### src/rtl/uart_rx_fifo_ctrl.sv
// UART receive FIFO controller: edge-detected push, host pop, RDA/timeout irqs.
// Define UART_RX_TIMEOUT_EN to build the character-timeout logic.
module uart_rx_fifo_ctrl #(
  parameter int DEPTH = 16
) (
  input  logic                     clk,
  input  logic                     rst_n,
  input  logic                     baud_clk,
  input  logic                     rx_done,
  input  logic [7:0]               rx_data,
  input  logic                     PEN,
  input  logic                     STB,
  input  logic                     OSM_SEL,
  input  logic [1:0]               WLS,
  input  logic [1:0]               trig_lvl,
  input  logic                     rx_flush,
  input  logic                     ovr_clr,
  input  logic                     rd_en,
  output logic [7:0]               rd_data,
  output logic                     rd_valid,
  output logic [$clog2(DEPTH):0]   rx_level,
  output logic                     rx_empty,
  output logic                     rx_full,
  output logic                     overrun,
  output logic                     irq_rda,
  output logic                     irq_timeout
);

  localparam int AW = $clog2(DEPTH);

  logic [7:0]    mem [DEPTH];
  logic [AW-1:0] wr_ptr;
  logic [AW-1:0] rd_ptr;
  logic          rx_done_q;
  logic          push;
  logic          pop;
  logic          wr_en;
  logic          ovr_set;
  logic [AW:0]   thr;

  assign rx_empty = (rx_level == '0);
  assign rx_full  = (rx_level == (AW+1)'(DEPTH));

  assign push    = rx_done & ~rx_done_q;
  assign pop     = rd_en & ~rx_empty & ~rx_flush;
  // a pop frees the head slot, so a push into a full FIFO still lands
  assign wr_en   = push & (~rx_full | pop) & ~rx_flush;
  assign ovr_set = push & rx_full & ~pop & ~rx_flush;

  always_ff @(posedge clk or negedge rst_n) begin
    if (!rst_n) rx_done_q <= 1'b0;
    else        rx_done_q <= rx_done;
  end

  always_ff @(posedge clk) begin
    if (wr_en) mem[wr_ptr] <= rx_data;
  end

  always_ff @(posedge clk or negedge rst_n) begin
    if (!rst_n) begin
      rd_data  <= 8'h00;
      rd_valid <= 1'b0;
      wr_ptr   <= '0;
      rd_ptr   <= '0;
      rx_level <= '0;
    end else begin
      rd_valid <= pop;
      if (pop) rd_data <= mem[rd_ptr];
      if (rx_flush) begin
        wr_ptr   <= '0;
        rd_ptr   <= '0;
        rx_level <= '0;
      end else begin
        if (wr_en) wr_ptr <= wr_ptr + 1'b1;
        if (pop)   rd_ptr <= rd_ptr + 1'b1;
        case ({wr_en, pop})
          2'b10:   rx_level <= rx_level + 1'b1;
          2'b01:   rx_level <= rx_level - 1'b1;
          default: rx_level <= rx_level;
        endcase
      end
    end
  end

  always_ff @(posedge clk or negedge rst_n) begin
    if (!rst_n)       overrun <= 1'b0;
    else if (rx_flush) overrun <= 1'b0;
    else if (ovr_set)  overrun <= 1'b1;
    else if (ovr_clr)  overrun <= 1'b0;
  end

  always_comb begin
    thr = (AW+1)'(1);
    unique case (trig_lvl)
      2'b01:   thr = (AW+1)'(DEPTH/4);
      2'b10:   thr = (AW+1)'(DEPTH/2);
      2'b11:   thr = (AW+1)'(DEPTH-2);
      default: thr = (AW+1)'(1);
    endcase
  end

  assign irq_rda = (rx_level >= thr);

`ifdef UART_RX_TIMEOUT_EN
  logic [3:0] frame_bits;
  logic [7:0] fb_osr;
  logic [9:0] tout;
  logic [9:0] tcnt;
  logic [9:0] tcnt_nxt;

  // start + (5+WLS) data + parity + (1+STB) stop
  assign frame_bits = 4'd7 + {2'b00, WLS} + {3'b000, PEN} + {3'b000, STB};
  assign fb_osr = OSM_SEL ? ({4'h0, frame_bits} * 8'd13)
                          : {frame_bits, 4'h0};
  assign tout = {fb_osr, 2'b00};

  always_comb begin
    tcnt_nxt = tcnt;
    if (push | pop | rx_flush | rx_empty) tcnt_nxt = '0;
    else if (baud_clk && (tcnt < tout))  tcnt_nxt = tcnt + 1'b1;
  end

  always_ff @(posedge clk or negedge rst_n) begin
    if (!rst_n) begin
      tcnt        <= '0;
      irq_timeout <= 1'b0;
    end else begin
      tcnt <= tcnt_nxt;
      if (rx_flush | pop)       irq_timeout <= 1'b0;
      else if (tcnt_nxt >= tout) irq_timeout <= 1'b1;
    end
  end
`else
  logic unused_cfg;
  assign unused_cfg  = ^{baud_clk, PEN, STB, OSM_SEL, WLS};
  assign irq_timeout = 1'b0;
`endif

endmodule

### config.mk
export PLATFORM = sky130hd
export DESIGN_NAME = uart_rx_fifo_ctrl
export DESIGN_NICKNAME = d
export VERILOG_FILES = /design/src/rtl/uart_rx_fifo_ctrl.sv
export SDC_FILE = /design/constraint.sdc
export NUM_CORES = 1
export LEC_CHECK = 0
export BUFFER_PORTS_ARGS = -buffer_cell sky130_fd_sc_hd__buf_2
export CORE_AREA = 2 2 122 124
export DETAILED_ROUTE_END_ITERATION = 10
export DIE_AREA = 0 0 124 126
export GPL_TIMING_DRIVEN = 0
export PLACE_DENSITY = 0.71
export SYNTH_ARGS = -nofsm -noshare
export SYNTH_HDL_FRONTEND = slang
export SYNTH_SLANG_ARGS = --single-unit
### constraint.sdc
create_clock -name clk -period 5.3 [get_ports clk]
set_input_delay 1.06 -clock clk [delete_from_list [all_inputs] [get_ports clk]]
set_output_delay 1.06 -clock clk [all_outputs]
set_load 0.02 [all_outputs]
# Word level (Yosys, flattened, before mapping)
# Memories as Yosys holds them, arrays and structs flattened. A register that Yosys moved wholly into a read port is not among the register bits.
# Index checks and enable logic that the tools add are counted.
# totals
reg_bits,16
ramBits,128
input_bits,22
out_inout_bits,19
word_cells,50
mem_count,1
# memory_table
name,words,word_bits,read_ports,rd_ports_with_merged_regs,wr,line_no,source
mem,16,8,1,1,1,31,logic [7:0] mem [DEPTH];
# classes
n_addsub,4
order_cmp,1
eq_ne,6
mux,12
n_bitwise,14
reduce_logical,6
# op_table
op,count
two-way mux 4 bit,4
case mux 4 bit (3 select lines),1
case mux 5 bit (2 select lines),1
adder 4 x 1 -> 4 bit (second input constant),2
AND 1 bit,8
== test 2 bit (second input constant),3
nonzero test 3 bit,2
adder 5 x 1 -> 5 bit (second input constant),1
== test 5 bit (second input constant),1
greater-or-equal comparator 5 x 4 -> 1 bit,1
zero test 5 bit,1
two-way mux 1 bit,5
two-way mux 5 bit,1
inverter 1 bit,5
subtractor 5 x 1 -> 5 bit (second input constant),1
== test 2 x 1 -> 1 bit (second input constant),2
nonzero test 2 bit,2
zero test 1 bit,1
bitwise OR 1 bit,1

# Logic depth before layout (Yosys ltp)
# Gate-level depths: netlist (run 1).
# logic_depth
ltp_word,10
depth_mapped,12
ltp_nobuf,10

# Least setup slack after synthesis (run 1)
# No wires, ideal clock.
# synth_timing
path_kind,in2out
start,in trig_lvl[0]
end,out irq_rda
t_arrival_ns,2.181
required_time_ns,4.240
setup_slack_ns,2.059
cell_stages,6
path_buffers,0
cell_sequence,nor2_1 -> ha_1 -> nand2b_1 -> a21o_1 -> a21o_1 -> a211o_1
# synth_via
elab_chain_cells,3
elab_cells_between_ends,5
cone_classes,order compare (1); eq/ne (3); mux (1)
# synth_lines
element,line_no,source
from (decl),15,"input logic [1:0] trig_lvl,"
== test 2 bit or == test 2 x 1 -> 1 bit (tied branches),94,unique case (trig_lvl)
case mux 4 bit (3 select lines) *,94,
greater-or-equal comparator 5 x 4 -> 1 bit *,102,assign irq_rda = (rx_level >= thr);
to (decl),25,"output logic irq_rda,"
# Every way passes the cells marked *; elsewhere a longest branch is shown, timed or not.

# Final worst setup path (run 1)
# Ends and elaborated chain as after synthesis.

==> flow_metrics.py, run 1 <==
metrics = {
    "timing": {
        "finalHoldViolCount": 0,
        "tightestPinTransition_ns": 0.949,
        "grt_setup_unrepaired": "false",
        "period_needed_ns": 3.51,
        "relSlewSlack": 0.365,
        "finClkSkew_ns": 0.00845,
        "clock.fmax_mhz": 285,
        "drv_slew": 0,
        "fin_crit_sh": 0.662,
        "tns_ns": 0,
        "holdWs_ns": 0.529,
        "setup_viol": 0,
        "fin_ws_ns": 1.79,
    },
    "setup_path": {
        "critPathCaptureType": "primary output",
        "worst-setup-path-type": "in2out",
        "cp-start-kind": "input pin",
        "crit_arrival_ns": 2.45,
        "crit_required_ns": 4.24,
        "worst-path-max-fanout": 3,
        "worstRegToRegCells": 11,
    },
    "placement": {
        "dp_hpwl_um": 7970,
        "dp.cells": 574,
        "dpl_worst_slack_ns": 1.59,
        "port_buffers": 33,
        "gp_congestion": 0.820,
    },
    "floorplanning": {
        "placementRows": 44,
        "dieHeight_um": 126,
        "ios": 41,
        "start_util": 0.442,
        "die_w_um": 124,
        "core_sq_mm": 0.0143,
        "die-area_sq_mm": 0.0156,
    },
    "final_layout": {
        "fin_nets": 446,
        "fillers": 1171,
        "diodes": 0,
        "drive_gt1_frac": 0.279,
        "synthToLayoutAreaGrowth_pct": 15.6,
        "fin_cells": 607,
    },
    "clocking": {
        "clkLatencyLatePin_ns": 0.42,
        "cts_max_level": 4,
        "hold_buffers": 0,
        "cts_buffer_depth": 2,
        "cts_tree": "yes",
        "postCtsSetupBuffers": 0,
        "clk_pin_slew_worst_paths_ns": 0.06,
        "cts_num_sinks": 152,
        "numCtsBuffers": 17,
        "cts_resized": 0,
        "root_buffer": "clkbuf_16",
    },
    "power": {
        "vdd_drop_max_mv": 0.332,
        "power_uw": 3060,
        "internal_power_uw": 2210,
        "p_comb_frac": 0.163,
        "clkPwrFrac": 0.374,
        "p_seq_frac": 0.463,
        "swShare": 0.280,
        "power_density_mw_per_mm2": 419,
        "power_switching_uw": 856,
        "p_leak_uw": 0.00258,
    },
    "drt": {
        "drt_wl_total_um": 12200,
        "firstDrtPassIters": 4,
        "viasPerCell": 5.54,
        "vias": 3360,
        "route.detailed.drc": 0,
        "drt_iter0_markers": 257,
        "drt-wirelength-per-cell_um": 20.1,
        "ant_nets": 0,
    },
    "flow_run": {
        "cap_violations": 0,
    },
    "yosys": {
        "netlist_instances": 356,
        "ys.flop_type": "edfxtp_1",
        "synth.distinct_cells": 45,
        "ys_ff_latch": 152,
        "synth_edf_count": 128,
        "synth.yosys.seq_area_share": 0.702,
        "synth_top_area_share": 0.607,
        "synth.avg_cell_area_sq_um": 17.8,
        "syn_area_sq_mm": 0.00633,
        "synth-warning-count": 0,
        "synth_nets": 391,
        "yosysTopAreaCell": "edfxtp_1",
        "synthArstFlopShare": 0.158,
        "synth_area_leaders": "edfxtp_1 (61%), mux4_2 (11%), dfrtp_1 (9.5%)",
    },
    "global_route": {
        "grt_pass1_wl_um": 18800,
        "grt_max_degree": 25,
        "met1_usage": 0.227,
        "use_met3": 0.0476,
        "grt_pass1_vias": 3388,
        "busiest_layer": "met2",
        "grt_use_total": 0.168,
        "grt-ovfl-total": 0,
        "antenna_found_initial": 0,
        "grtUsageMet2": 0.270,
    },
    "run_status": {
        "status": "finished clean",
    },
    "hold_path": {
        "hp-class": "reg2reg",
        "hold_path_depth": 2,
    },
}
[layer usage]
layer  share of wire  wire, um
met2            0.50      6100
met4           0.011       134
met5               0         0
met1            0.43      5200
met3           0.063       767
[logic make-up (layout without fill, tap and decap cells)]
group / after synthesis / in the layout / share of synthesized area
AOI/OAI and AO/OA: 29 / 29 / 0.0395
xor gates and xnor gates: 3 / 3 / 0.00415
adders and majority gates: 13 / 13 / 0.0269
buffers and inverters: 31 / 98 / 0.0207
DFF: 152 / 152 / 0.702
muxes: 56 / 56 / 0.153
other: 1 / 1 / 0.000592
and+or+nand+nor: 71 / 71 / 0.0537
[cell type report]
| cell class | count | area (sq um) | share of cell area |
|---|---|---|---|
| multi-input cells | 173 | 1760 | 0.241 |
| plain buffers | 18 | 82.6 | 0.0113 |
| clock buffers | 17 | 425 | 0.0581 |
| well taps | 184 | 230 | 0.0315 |
| clock inverters | 14 | 139 | 0.0190 |
| repair buffers | 36 | 185 | 0.0253 |
| flip-flops and latches | 152 | 4440 | 0.607 |
| inverters | 13 | 48.8 | 0.00667 |
[worst max-delay path, cell delays in order]
cell and delay, ns:
buf_2 0.11, nor2_1 0.10, ha_1 0.23, nand2b_1 0.15, a21o_1 0.18, a21o_1 0.17, a211o_1 0.29, buf_2 0.16
[power by group through the flow]
stage	logic [uW]	clock network (uW)	registers [uW]
2_1_floorplan	295	0	1480
3_3_place_gp	487	0	1440
3_5_place_dp	503	0	1440
4_1_cts	504	1170	1420
5_1_grt	551	1210	1420
6_report	501	1150	1420
[state kept, by name, summed over array words and instances (netlist names)]
name,cells
mem,128
rd_ptr,4
rx_done_q,1
overrun,1
wr_ptr,4
rd_valid,1
rd_data,8
rx_level,5
[cell usage in the layout (no fill, tap or decap), types with 2 or more instances in the layout]
cell and instances:
edfxtp_1 128, buf_2 43, mux4_2 32, nor2_1 26, dfrtp_1 24, mux2i_1 20
nand2_1 17, clkbuf_16 17, inv_1 12, ha_1 12, o221ai_1 9, nand2b_1 7
clkbuf_1 6, nor2b_1 5, a21o_1 4, nor3_1 4, mux2_1 4, inv_6 4
a21oi_1 3, nand3_1 3, clkinv_4 3, buf_1 2, o211ai_1 2, xor2_1 2
clkinv_2 2, inv_8 2, clkinvlp_4 2, clkbuf_4 2
[worst paths after layout]
check | start | end | slack (ns)
setup / recovery | trig_lvl[0] | irq_rda | 1.79
hold / removal | rd_data[4] | rd_data[4] | 0.53
setup reg to reg | rx_level[1] | rx_level[4] | 2.04
hold reg to reg | rd_data[4] | rd_data[4] | 0.53
max in group asynchronous | rst_n | overrun | 4.29
min in group asynchronous | rst_n | rx_level[1] | 0.63
[synthesized netlist by cell type (4+ instances only)]
master	n
nor2_1	26
mux4_2	32
inv_1	12
mux2_1	4
dfrtp_1	24
edfxtp_1	128
o221ai_1	9
buf_2	9
a21o_1	4
clkbuf_1	6
mux2i_1	20
nor2b_1	5
nor3_1	5
nand2b_1	7
ha_1	12
nand2_1	17
[per-stage QoR]
stage               utilization  instance area (sq um)
global route              0.511                   7320
detailed placement        0.470                   6730
global placement          0.470                   6730
finish                    0.511                   7320
CTS                       0.510                   7300
floorplan                     -                   6330
Note: power is estimated with default switching activity, not from simulation.
==> inputs of run 2 (changes only) <==
--- a/config.mk
+++ b/config.mk
@@ -10,7 +10,7 @@
 export DETAILED_ROUTE_END_ITERATION = 10
 export DIE_AREA = 0 0 124 126
 export GPL_TIMING_DRIVEN = 0
-export PLACE_DENSITY = 0.71
+export PLACE_DENSITY = 0.74
 export SYNTH_ARGS = -nofsm -noshare
 export SYNTH_HDL_FRONTEND = slang
 export SYNTH_SLANG_ARGS = --single-unit
==> constraint.sdc (replaced) <==
create_clock -name clk -period 2.9 [get_ports clk]
set_input_delay 0.58 -clock clk [delete_from_list [all_inputs] [get_ports clk]]
set_output_delay 0.58 -clock clk [all_outputs]
set_load 0.02 [all_outputs]
==> run 2 against run 1 <==
Effect of this change: largest cell class unchanged; die area did not move; sequential share of layout area down 0.44 points; global-route usage rose by 0.23 points; largest power group unchanged; critical path depth is 3 higher.
==> flow_metrics.py, run 2 (synthesis gave the netlist of run 1 again) <==
metrics = {
    "global_route": {
        "grt_pass1_wl_um": 19000,
        "antenna_found_initial": 0,
        "grtUsageMet2": 0.265,
        "grt_pass1_vias": 3501,
        "use_met3": 0.0530,
        "met1_usage": 0.227,
        "grt-ovfl-total": 0,
        "grt_max_degree": 25,
        "grt_use_total": 0.171,
        "busiest_layer": "met2",
    },
    "drt": {
        "drt_wl_total_um": 12500,
        "firstDrtPassIters": 4,
        "vias": 3406,
        "viasPerCell": 5.57,
        "drt_iter0_markers": 316,
        "drt-wirelength-per-cell_um": 20.4,
        "ant_nets": 0,
        "route.detailed.drc": 0,
    },
    "setup_path": {
        "worst-setup-path-type": "reg2reg",
        "cp-start-kind": "flip-flop",
        "crit_required_ns": 3.22,
        "critPathCaptureType": "flip-flop",
        "crit_arrival_ns": 3.17,
        "worst-path-max-fanout": 9,
    },
    "placement": {
        "port_buffers": 33,
        "gp_congestion": 0.775,
        "dp_hpwl_um": 8080,
        "dp.cells": 573,
    },
    "final_layout": {
        "final_common_cell": "edfxtp_1",
        "fin_nets": 449,
        "final_cell_mix": "edfxtp_1 (128), buf_2 (40), mux4_2 (32), nor2_1 (26), dfrtp_1 (21)",
        "synthToLayoutAreaGrowth_pct": 16.5,
        "fin_cells": 611,
        "reg_top3": "mem x128, rd_data x8, rx_level x5",
        "fin_util": 0.515,
        "largest_register_ffs": 128,
        "top_register": "mem",
        "drive_gt1_frac": 0.295,
        "diodes": 0,
    },
    "power": {
        "power_density_mw_per_mm2": 765,
        "vdd_drop_max_mv": 0.443,
        "p_leak_uw": 0.00259,
    },
    "flow_run": {
        "cap_violations": 0,
    },
    "timing": {
        "fin_crit_sh": 0.984,
        "tightestPinTransition_ns": 0.980,
        "drv_slew": 0,
        "setup_viol": 0,
        "clock.fmax_mhz": 350,
        "period_needed_ns": 2.85,
        "finalHoldViolCount": 0,
        "relSlewSlack": 0.344,
        "finClkSkew_ns": 0.0135,
    },
    "floorplanning": {
        "placementRows": 44,
        "core_sq_mm": 0.0143,
        "die_w_um": 124,
        "start_util": 0.442,
        "dieHeight_um": 126,
        "ios": 41,
        "die-area_sq_mm": 0.0156,
    },
    "clocking": {
        "cts_buffer_depth": 2,
        "cts_num_sinks": 152,
        "cts_tree": "yes",
        "numCtsBuffers": 17,
        "hold_buffers": 0,
        "cts_max_level": 4,
        "clk_pin_slew_worst_paths_ns": 0.07,
        "clkLatencyLatePin_ns": 0.42,
        "root_buffer": "clkbuf_16",
    },
    "run_status": {
        "status": "finished clean",
    },
    "hold_path": {
        "hp-class": "in2async",
    },
}
==> run 2: power by group <==
group / leakage, uW / internal (uW) / switching (uW)
registers: 0.00146 / 2480 / 121
logic: 0.000874 / 435 / 593
clock network: 0.000255 / 1170 / 840
total: 0.00259 / 4090 / 1550
==> run 2: through the flow <==
stage                     setup TNS (ns)  power [uW]  hold WS, ns  instance area [sq um]  worst slack, ns
after CTS                              0        5600        0.166                   7310          0.00567
after detailed placement           -7.39        3550        0.507                   6730           -0.363
after global routing             -0.0147        5860        0.199                   7380          -0.0147
final                                  0        5640        0.158                   7380           0.0459
after global placement             -7.77        3510        0.494                   6730           -0.261
after floorplan                        0        3240        0.284                   6330           0.0118
==> run 2: final timing paths <==
check,to,slack [ns],start,depth (start not counted)
hold / removal,rd_data[4],0.16,rst_n,1
max in group asynchronous,rx_level[1],2.32,rst_n,1
setup / recovery,rx_level[4],0.05,rx_level[1],11
min in group clk,rx_done_q,0.31,rx_done,1
hold reg to reg,overrun,0.51,overrun,2
setup reg to reg,rx_level[4],0.05,rx_level[1],11
==> run 2: final cells by class <==
type	count	area (sq um)
Inverter	13	48.8
Tap cell	184	230
Sequential cell	152	4450
Buffer	18	88.8
Multi-Input combinational cell	173	1810
Clock buffer	20	437
Fill cell	1155	6940
Clock inverter	12	100
Timing Repair Buffer	39	216
==> run 2: timing repair <==
action / in CTS / in global routing
buffers inserted: 1 / 5
resized for setup: 8 / 8
endpoints found under the setup margin: 17 / 2
pin swaps: 1 / 4
==> run 2: critical path: stages (launching register included) <==
cell and delay [ns]:
dfrtp_2 0.45, nor4_4 0.34, a21o_1 0.17, buf_6 0.14
inv_2 0.07, nand2_2 0.09, inv_2 0.07, ha_1 0.21
or2_1 0.26, o22a_1 0.21, or4_1 0.52, a41oi_2 0.23
==> run 2: routing by layer <==
| metal | wire length [um] | up-vias |
|---|---|---|
| li1 | - | 1519 |
| met5 | 0 | - |
| met3 | 772 | 23 |
| met4 | 261 | 0 |
| met1 | 5430 | 1746 |
| met2 | 6000 | 118 |
